File: config.mk
export PLATFORM = sky130hd
export DESIGN_NAME = mem_arbiter
export DESIGN_NICKNAME = d
export VERILOG_FILES = /design/src/rtl/mem_arbiter.sv
export SDC_FILE = /design/constraint.sdc
export NUM_CORES = 1
export LEC_CHECK = 0
export BUFFER_PORTS_ARGS = -buffer_cell sky130_fd_sc_hd__clkbuf_2
export CORE_AREA = 4 4 106 108
export DETAILED_ROUTE_END_ITERATION = 8
export DIE_AREA = 0 0 110 112
export MAX_ROUTING_LAYER = met4
export SLEW_MARGIN = 10
export SYNTH_ARGS = -nofsm -noshare
export SYNTH_HDL_FRONTEND = slang
export SYNTH_SLANG_ARGS = --single-unit
export TNS_END_PERCENT = 20
File: constraint.sdc
create_clock -name clk_i -period 2.8 [get_ports clk_i]
set_input_delay 0.56 -clock clk_i [delete_from_list [all_inputs] [get_ports clk_i]]
set_output_delay 0.56 -clock clk_i [all_outputs]
set_load 0.01 [all_outputs]
File: src/rtl/mem_arbiter.sv
// Two-requester arbiter sharing one single-port, 1-cycle-latency memory between
// instruction fetch and load/store; load/store wins by default, a wait counter bounds fetch starvation.
module mem_arbiter #(
  parameter int XLEN     = 32,
  parameter int MAX_WAIT = 4
) (
  input  logic              clk_i,
  input  logic              rstn_i,
  input  logic              if_req_i,
  input  logic [XLEN-1:0]   if_addr_i,
  input  logic              if_kill_i,
  output logic              if_gnt_o,
  output logic              if_rvalid_o,
  output logic [XLEN-1:0]   if_rdata_o,
  input  logic              dm_req_i,
  input  logic              dm_we_i,
  input  logic [XLEN/8-1:0] dm_be_i,
  input  logic [XLEN-1:0]   dm_addr_i,
  input  logic [XLEN-1:0]   dm_wdata_i,
  output logic              dm_gnt_o,
  output logic              dm_rvalid_o,
  output logic [XLEN-1:0]   dm_rdata_o,
  output logic              mem_req_o,
  output logic              mem_we_o,
  output logic [XLEN/8-1:0] mem_be_o,
  output logic [XLEN-1:0]   mem_addr_o,
  output logic [XLEN-1:0]   mem_wdata_o,
  input  logic [XLEN-1:0]   mem_rdata_i
);

  typedef enum logic [1:0] {
    RESP_NONE = 2'd0,
    RESP_IF   = 2'd1,
    RESP_DM   = 2'd2
  } respTag_t;

  localparam logic [3:0] MaxWait = 4'(MAX_WAIT);

  respTag_t   respQ, respD;
  logic [3:0] waitCnt, waitCntD;
  logic       dmWeQ;
  logic       ifGnt, dmGnt;

  // Byte-offset bits never reach the word-addressed memory.
  logic unusedAddrBits;
  assign unusedAddrBits = ^{if_addr_i[1:0], dm_addr_i[1:0]};

  always_comb begin
    ifGnt = 1'b0;
    dmGnt = 1'b0;
    if (if_req_i && (!dm_req_i || (waitCnt == MaxWait))) begin
      ifGnt = 1'b1;
    end else if (dm_req_i) begin
      dmGnt = 1'b1;
    end
  end

  assign if_gnt_o = ifGnt;
  assign dm_gnt_o = dmGnt;

  always_comb begin
    respD    = RESP_NONE;
    waitCntD = waitCnt;
    if (ifGnt) begin
      respD    = RESP_IF;
      waitCntD = 4'd0;
    end else if (dmGnt) begin
      respD = RESP_DM;
    end
    if (if_req_i && !ifGnt && (waitCnt < MaxWait)) begin
      waitCntD = waitCnt + 4'd1;
    end
  end

  always_ff @(posedge clk_i) begin
    if (!rstn_i) begin
      respQ   <= RESP_NONE;
      waitCnt <= 4'd0;
      dmWeQ   <= 1'b0;
    end else begin
      respQ   <= respD;
      waitCnt <= waitCntD;
      if (dmGnt) begin
        dmWeQ <= dm_we_i;
      end
    end
  end

  always_comb begin
    mem_req_o   = ifGnt | dmGnt;
    mem_we_o    = 1'b0;
    mem_be_o    = '0;
    mem_addr_o  = '0;
    mem_wdata_o = '0;
    if (ifGnt) begin
      mem_addr_o = {if_addr_i[XLEN-1:2], 2'b00};
    end else if (dmGnt) begin
      mem_we_o    = dm_we_i;
      mem_be_o    = dm_be_i;
      mem_addr_o  = {dm_addr_i[XLEN-1:2], 2'b00};
      mem_wdata_o = dm_wdata_i;
    end
  end

  // Qualifying with rstn_i drops a response already tagged when reset is asserted.
  assign if_rvalid_o = (respQ == RESP_IF) && !if_kill_i && rstn_i;
  assign if_rdata_o  = if_rvalid_o ? mem_rdata_i : '0;
  assign dm_rvalid_o = (respQ == RESP_DM) && rstn_i;
  assign dm_rdata_o  = (dm_rvalid_o && !dmWeQ) ? mem_rdata_i : '0;

endmodule
==> impl_metrics.yaml, run 1 <==
sta:
  fin_skew_ns: 0.000183
  layout_min_cycle_time_ns: 2.30
  max_freq_mhz: 434
  worst_slack_ns: 0.498
  hold_ws_ns: 0.452
  report.final.hold_viol_count: 0
  maxSlewViolCount: 0
  final.setup.tns_ns: 0
  rsz0062_at_grt: "false"
  min_period_over_period_pct: 82.2
  final-setup-viol-count: 0
setup_path:
  worstSetupEndpointType: "output pin"
  reg2reg_setup_slack_ns: 1.36
  r2r-start: "waitCnt[0]$_SDFFE_PN0P_"
  r2r_end: "waitCnt[2]$_SDFFE_PN0P_"
  endpoint: "mem_addr_o[31]"
  cp-startpoint: "waitCnt[0]$_SDFFE_PN0P_"
  required_ns: 2.24
  crit_arrival_ns: 1.74
  slowest_delay_ns: 0.33
  path_max_fanout: 36
  criticalPathCategory: "flop to output pin"
  crit_path_top_delay_cell: "buf_4"
  rr_worst_depth: 6
  worstSetupStartpointType: "flop"
  crit_chain: "inv_1, ha_1, nand4b_4, o21ai_4, buf_4, a21bo_2, clkbuf_2"
cts:
  clk_latency_ns: 0.22
  cts_tree: "built"
  cts_repair_resize_count: 0
  clockBufferDepth: 2
  ctsHoldBuffers: 0
  numCtsBuffers: 3
  post_cts_buffers: 0
  htree_levels: 1
  cts.sinks: 7
  clk_pin_slew_ns: 0.04
  root_buffer: "clkbuf_8"
synth:
  synth_ff_type: "dfxtp_1"
  syn-cell-area_um2: 1580
  avgSynthCellArea_um2: 6.99
  seq_area_frac_synth_pct: 8.87
  synth_edf_count: 0
  synth-warning-count: 0
  synth.distinct_cells: 27
  async_flop_share_pct: 0
  ys_ff_latch: 7
  synthCells: 226
worst_hold_path:
  hp-start: "waitCnt[3]$_SDFFE_PN0P_"
  holdCritPathClass: "flop to flop"
global_routing:
  track_usage_pct: 12.9
  grt_max_degree: 68
  grt_pass1_vias: 2399
  grt_overflow: 0
  grt_antenna_before_repair: 0
  grt_pass1_wl_mm: 12.4
placement:
  pre_cts_slack_ns: 0.542
  dp_hpwl_mm: 7.50
  gp_congestion: 0.763
  io_buffers: 269
  dp_cells: 611
  dpl_cell_area_um2: 3020
die:
  initial_core_util_pct: 15.4
  die_h_um: 112
  ios: 276
  die_w_um: 110
  core_um2: 10200
  die_area_um2: 12300
  fp-row-count: 37
finish:
  diodes: 0
  design_area_um2: 3070
  nets: 620
  fin_cells: 615
  drive_gt1_share_pct: 65.6
  final_core_util_pct: 30.0
  synthToLayoutAreaGrowth_pct: 94.1
power_and_ir_drop:
  p_leak_nw: 2.01
  ir_drop_mv: 0.0909
  finalPower_mw: 0.594
  pwr_density_cell_nw_per_um2: 194
detailed_routing:
  num_vias: 2526
  dr.pass1.iters: 4
  via_per_inst: 4.11
  ant_nets: 0
  drc_errors: 0
  drtIter0Drc: 60
  post_drt_wl_per_cell_um: 14.0
  wl_mm: 8.60
job:
  max_cap_violations: 0
outcome:
  status: "finished clean"
-- routing by layer --
metal	wire length, µm	vias up	track usage [%]
met5	0	-	-
met4	47	0	2.24
met3	867	4	1.80
met2	4450	160	24.3
met1	3240	1091	14.1
li1	-	1271	-
-- synth_stat cells (all sizes together), types with 2 or more instances --
library cell   n  area share [%]
a21bo         30              19
and2          66              26
and3          38              15
buf           13             5.0
clkbuf        14             3.6
dfxtp          7             8.9
ha             2             1.6
inv            3            0.71
nand2          7             1.7
nand3         33              10
o21ai          2             1.3
o31ai          2            0.95
-- critical path, delay by kind of cell (launching register included) --
family / cells / cell delay [ns]
AO/OA/AOI/OAI: 2 / 0.28
adder cells (fa/ha/maj): 1 / 0.20
buffers and inverters: 3 / 0.55
flip-flops: 1 / 0.31
AND/OR/NAND/NOR: 1 / 0.16
-- cell type report --
cell class	count	area (µm²)
Clock buffer	4	45.0
Fill cell	1121	7160
Inverter	3	11.3
Multi-Input combinational cell	190	1300
Sequential cell	7	140
Tap cell	136	170
Timing Repair Buffer	275	1400
-- cell families after synthesis --
logic type | count (synthesis) | synth area share, %
other | 1 | 0.237
flip-flops | 7 | 8.87
AO/OA/AOI/OAI | 34 | 21.3
multiplexers | 1 | 0.633
AND/OR/NAND/NOR | 151 | 58.0
buffers and inverters | 30 | 9.34
adder cells (fa/ha/maj) | 2 | 1.58
-- power breakdown --
group / total, mW / internal (mW) / leakage [nW] / switching, mW
Clock: 0.139 / 0.0983 / 0.0228 / 0.0410
Combinational: 0.349 / 0.185 / 1.93 / 0.164
Sequential: 0.106 / 0.104 / 0.0572 / 0.00207
Total: 0.594 / 0.387 / 2.01 / 0.208
-- sequential cells by signal, indices dropped and copies added, names as in the netlist --
register	flops
dmWeQ	1
respQ	2
waitCnt	4
-- layout by cell type (no fill, tap or decap), drive strengths merged --
| master | Yosys | routed |
|---|---|---|
| buf | 13 | 6 |
| o31ai | 2 | 2 |
| conb | 1 | 2 |
| a21bo | 30 | 30 |
| clkbuf | 14 | 273 |
| and3 | 38 | 38 |
| inv | 3 | 3 |
| and2 | 66 | 66 |
| nand4b | 1 | 1 |
| nand2 | 7 | 7 |
| and2b | 1 | 1 |
| and4bb | 1 | 1 |
| nand3 | 33 | 33 |
| nor2 | 1 | 1 |
| or2 | 1 | 1 |
| o21ai | 2 | 2 |
| ha | 2 | 2 |
| nor3 | 1 | 1 |
| dfxtp | 7 | 7 |
| and3b | 1 | 1 |
| mux2i | 1 | 1 |
-- how the worst min path moves through the flow --
stage,depth (start not counted),to,slack [ns]
after detailed placement,2,waitCnt[3]$_SDFFE_PN0P_,0.43
after global routing,2,waitCnt[3]$_SDFFE_PN0P_,0.47
final,2,waitCnt[3]$_SDFFE_PN0P_,0.45
after floorplan,2,waitCnt[3]$_SDFFE_PN0P_,0.42
after CTS,2,waitCnt[3]$_SDFFE_PN0P_,0.45
after global placement,2,waitCnt[3]$_SDFFE_PN0P_,0.43
Note: power is estimated with default switching activity, not from simulation.
==> run 2: changes to the inputs <==
==> constraint.sdc (replaced) <==
create_clock -name clk_i -period 2.05 [get_ports clk_i]
set_input_delay 0.41 -clock clk_i [delete_from_list [all_inputs] [get_ports clk_i]]
set_output_delay 0.41 -clock clk_i [all_outputs]
set_load 0.01 [all_outputs]
==> impl_metrics.yaml, run 2 (synthesized netlist as in run 1, its figures left out) <==
placement:
  dp_hpwl_mm: 7.68
  gp_congestion: 0.768
  dpl_cell_area_um2: 3020
  pre_cts_slack_ns: -0.113
  io_buffers: 269
die:
  fp-row-count: 37
  ios: 276
  die_h_um: 112
  initial_core_util_pct: 15.4
  core_um2: 10200
  die_w_um: 110
  die_area_um2: 12300
global_routing:
  grt_pass1_vias: 2443
  grt_antenna_before_repair: 0
  grt_pass1_wl_mm: 12.6
  track_usage_pct: 13.1
  grt_overflow: 0
  grt_max_degree: 72
setup_path:
  crit_arrival_ns: 1.60
  worstSetupEndpointType: "output pin"
  worst-path-buf-inv: 3
  slowest_delay_ns: 0.32
  path_max_fanout: 24
  crit_path_top_delay_cell: "dfxtp_2"
  worstSetupStartpointType: "flop"
  path_delay_family: "buffers and inverters"
  crit_chain: "inv_2, ha_4, nand4b_4, buf_12, nand3_1, a21bo_2, clkbuf_2"
  required_ns: 1.64
  criticalPathCategory: "flop to output pin"
sta:
  min_period_over_period_pct: 98.2
  worst_slack_ns: 0.0365
  fin_skew_ns: 0.00256
  rsz0062_at_grt: "true"
  maxSlewViolCount: 0
  max_freq_mhz: 497
  report.final.hold_viol_count: 0
  final-setup-viol-count: 0
  layout_min_cycle_time_ns: 2.01
detailed_routing:
  drtIter0Drc: 55
  via_per_inst: 4.16
  drc_errors: 0
  post_drt_wl_per_cell_um: 14.8
  wl_mm: 9.17
  ant_nets: 0
  num_vias: 2582
  dr.pass1.iters: 4
power_and_ir_drop:
  ir_drop_mv: 0.111
  pwr_density_cell_nw_per_um2: 260
  p_sw_share_pct: 35.4
  p_int_mw: 0.539
  pwr-share-comb_pct: 59.6
  switchingPower_mw: 0.295
  p_leak_nw: 2.06
  clkPwrFrac_pct: 23.0
  p_seq_share_pct: 17.4
finish:
  design_area_um2: 3210
  drive_gt1_share_pct: 67.4
  layout_common_cells: "264 x clkbuf_2, 65 x and2_1, 38 x and3_1"
  layout_commonest_cell: "clkbuf_2"
  diodes: 0
  nets: 625
  largest_reg_flops: 4
  biggestRegsByFlops: "waitCnt: 4 flops, respQ: 2 flops, dmWeQ: 1 flops"
  largest_register: "waitCnt"
  synthToLayoutAreaGrowth_pct: 103
cts:
  ctsHoldBuffers: 0
  clk_latency_ns: 0.23
  root_buffer: "clkbuf_8"
  htree_levels: 1
  cts.sinks: 7
  clockBufferDepth: 2
  numCtsBuffers: 3
  clk_pin_slew_ns: 0.04
  cts_tree: "built"
job:
  max_cap_violations: 0
worst_hold_path:
  holdCritPathClass: "input pin to flop"
outcome:
  status: "finished clean"
## run 2: cell types whose count changed in the layout (fill, tap and decap cells not counted), sizes merged
cell,previous run,this run
clkbuf,273,271
buf,6,11
o21ai,2,4
## run 2: power groups by stage
stage | registers (mW) | logic, mW | clock network, mW
6_report | 0.145 | 0.497 | 0.192
5_1_grt | 0.146 | 0.547 | 0.205
4_1_cts | 0.145 | 0.495 | 0.197
3_5_place_dp | 0.147 | 0.486 | 0
3_3_place_gp | 0.147 | 0.477 | 0
2_1_floorplan | 0.146 | 0.225 | 0
## run 2: per-layer routing
layer / wire, µm / global-route usage (%)
met1: 3450 / 14.5
met2: 4770 / 24.4
met3: 893 / 2.03
met4: 55 / 2.83
met5: 0 / -
## run 2: repair_timing
item / 4_1_cts / 5_1_grt
gates cloned: 0 / 3
setup endpoints to repair: 63 / 33
gates resized for setup: 11 / 13
buffers inserted: 0 / 2
pin swaps: 4 / 0
## run 2: worst paths after layout
check,start,end,slack [ns],cells past startpoint
setup / recovery,waitCnt[0]$_SDFFE_PN0P_,mem_addr_o[2],0.04,7
hold / removal,dm_we_i,dmWeQ$_SDFFE_PN0P_,0.44,3
setup reg to reg,waitCnt[0]$_SDFFE_PN0P_,dmWeQ$_SDFFE_PN0P_,0.59,7
hold reg to reg,waitCnt[3]$_SDFFE_PN0P_,waitCnt[3]$_SDFFE_PN0P_,0.45,2
## run 2: stage by stage
| stage | setup TNS (ns) | std cells | power [mW] | hold slack (ns) | util (%) |
|---|---|---|---|---|---|
| floorplan | 0 | 227 | 0.372 | 0.418 | - |
| global placement | -0.0828 | 611 | 0.624 | 0.430 | 29.5 |
| detailed placement | -3.18 | 611 | 0.633 | 0.443 | 29.5 |
| CTS | -0.0242 | 615 | 0.837 | 0.437 | 30.4 |
| global route | -0.698 | 620 | 0.898 | 0.463 | 31.4 |
| finish | 0 | 620 | 0.835 | 0.440 | 31.4 |
## run 2: final cells by class
| class | count | area [µm²] |
|---|---|---|
| Inverter | 3 | 11.3 |
| Clock buffer | 4 | 45.0 |
| Multi-Input combinational cell | 192 | 1350 |
| Timing Repair Buffer | 278 | 1490 |
| Fill cell | 1127 | 7020 |
| Sequential cell | 7 | 143 |
| Tap cell | 136 | 170 |
## run 2: tightest hold or removal path, cell delays in order
cell and delay, ns:
clkbuf_2 0.09, nand2_1 0.05, mux2i_1 0.06
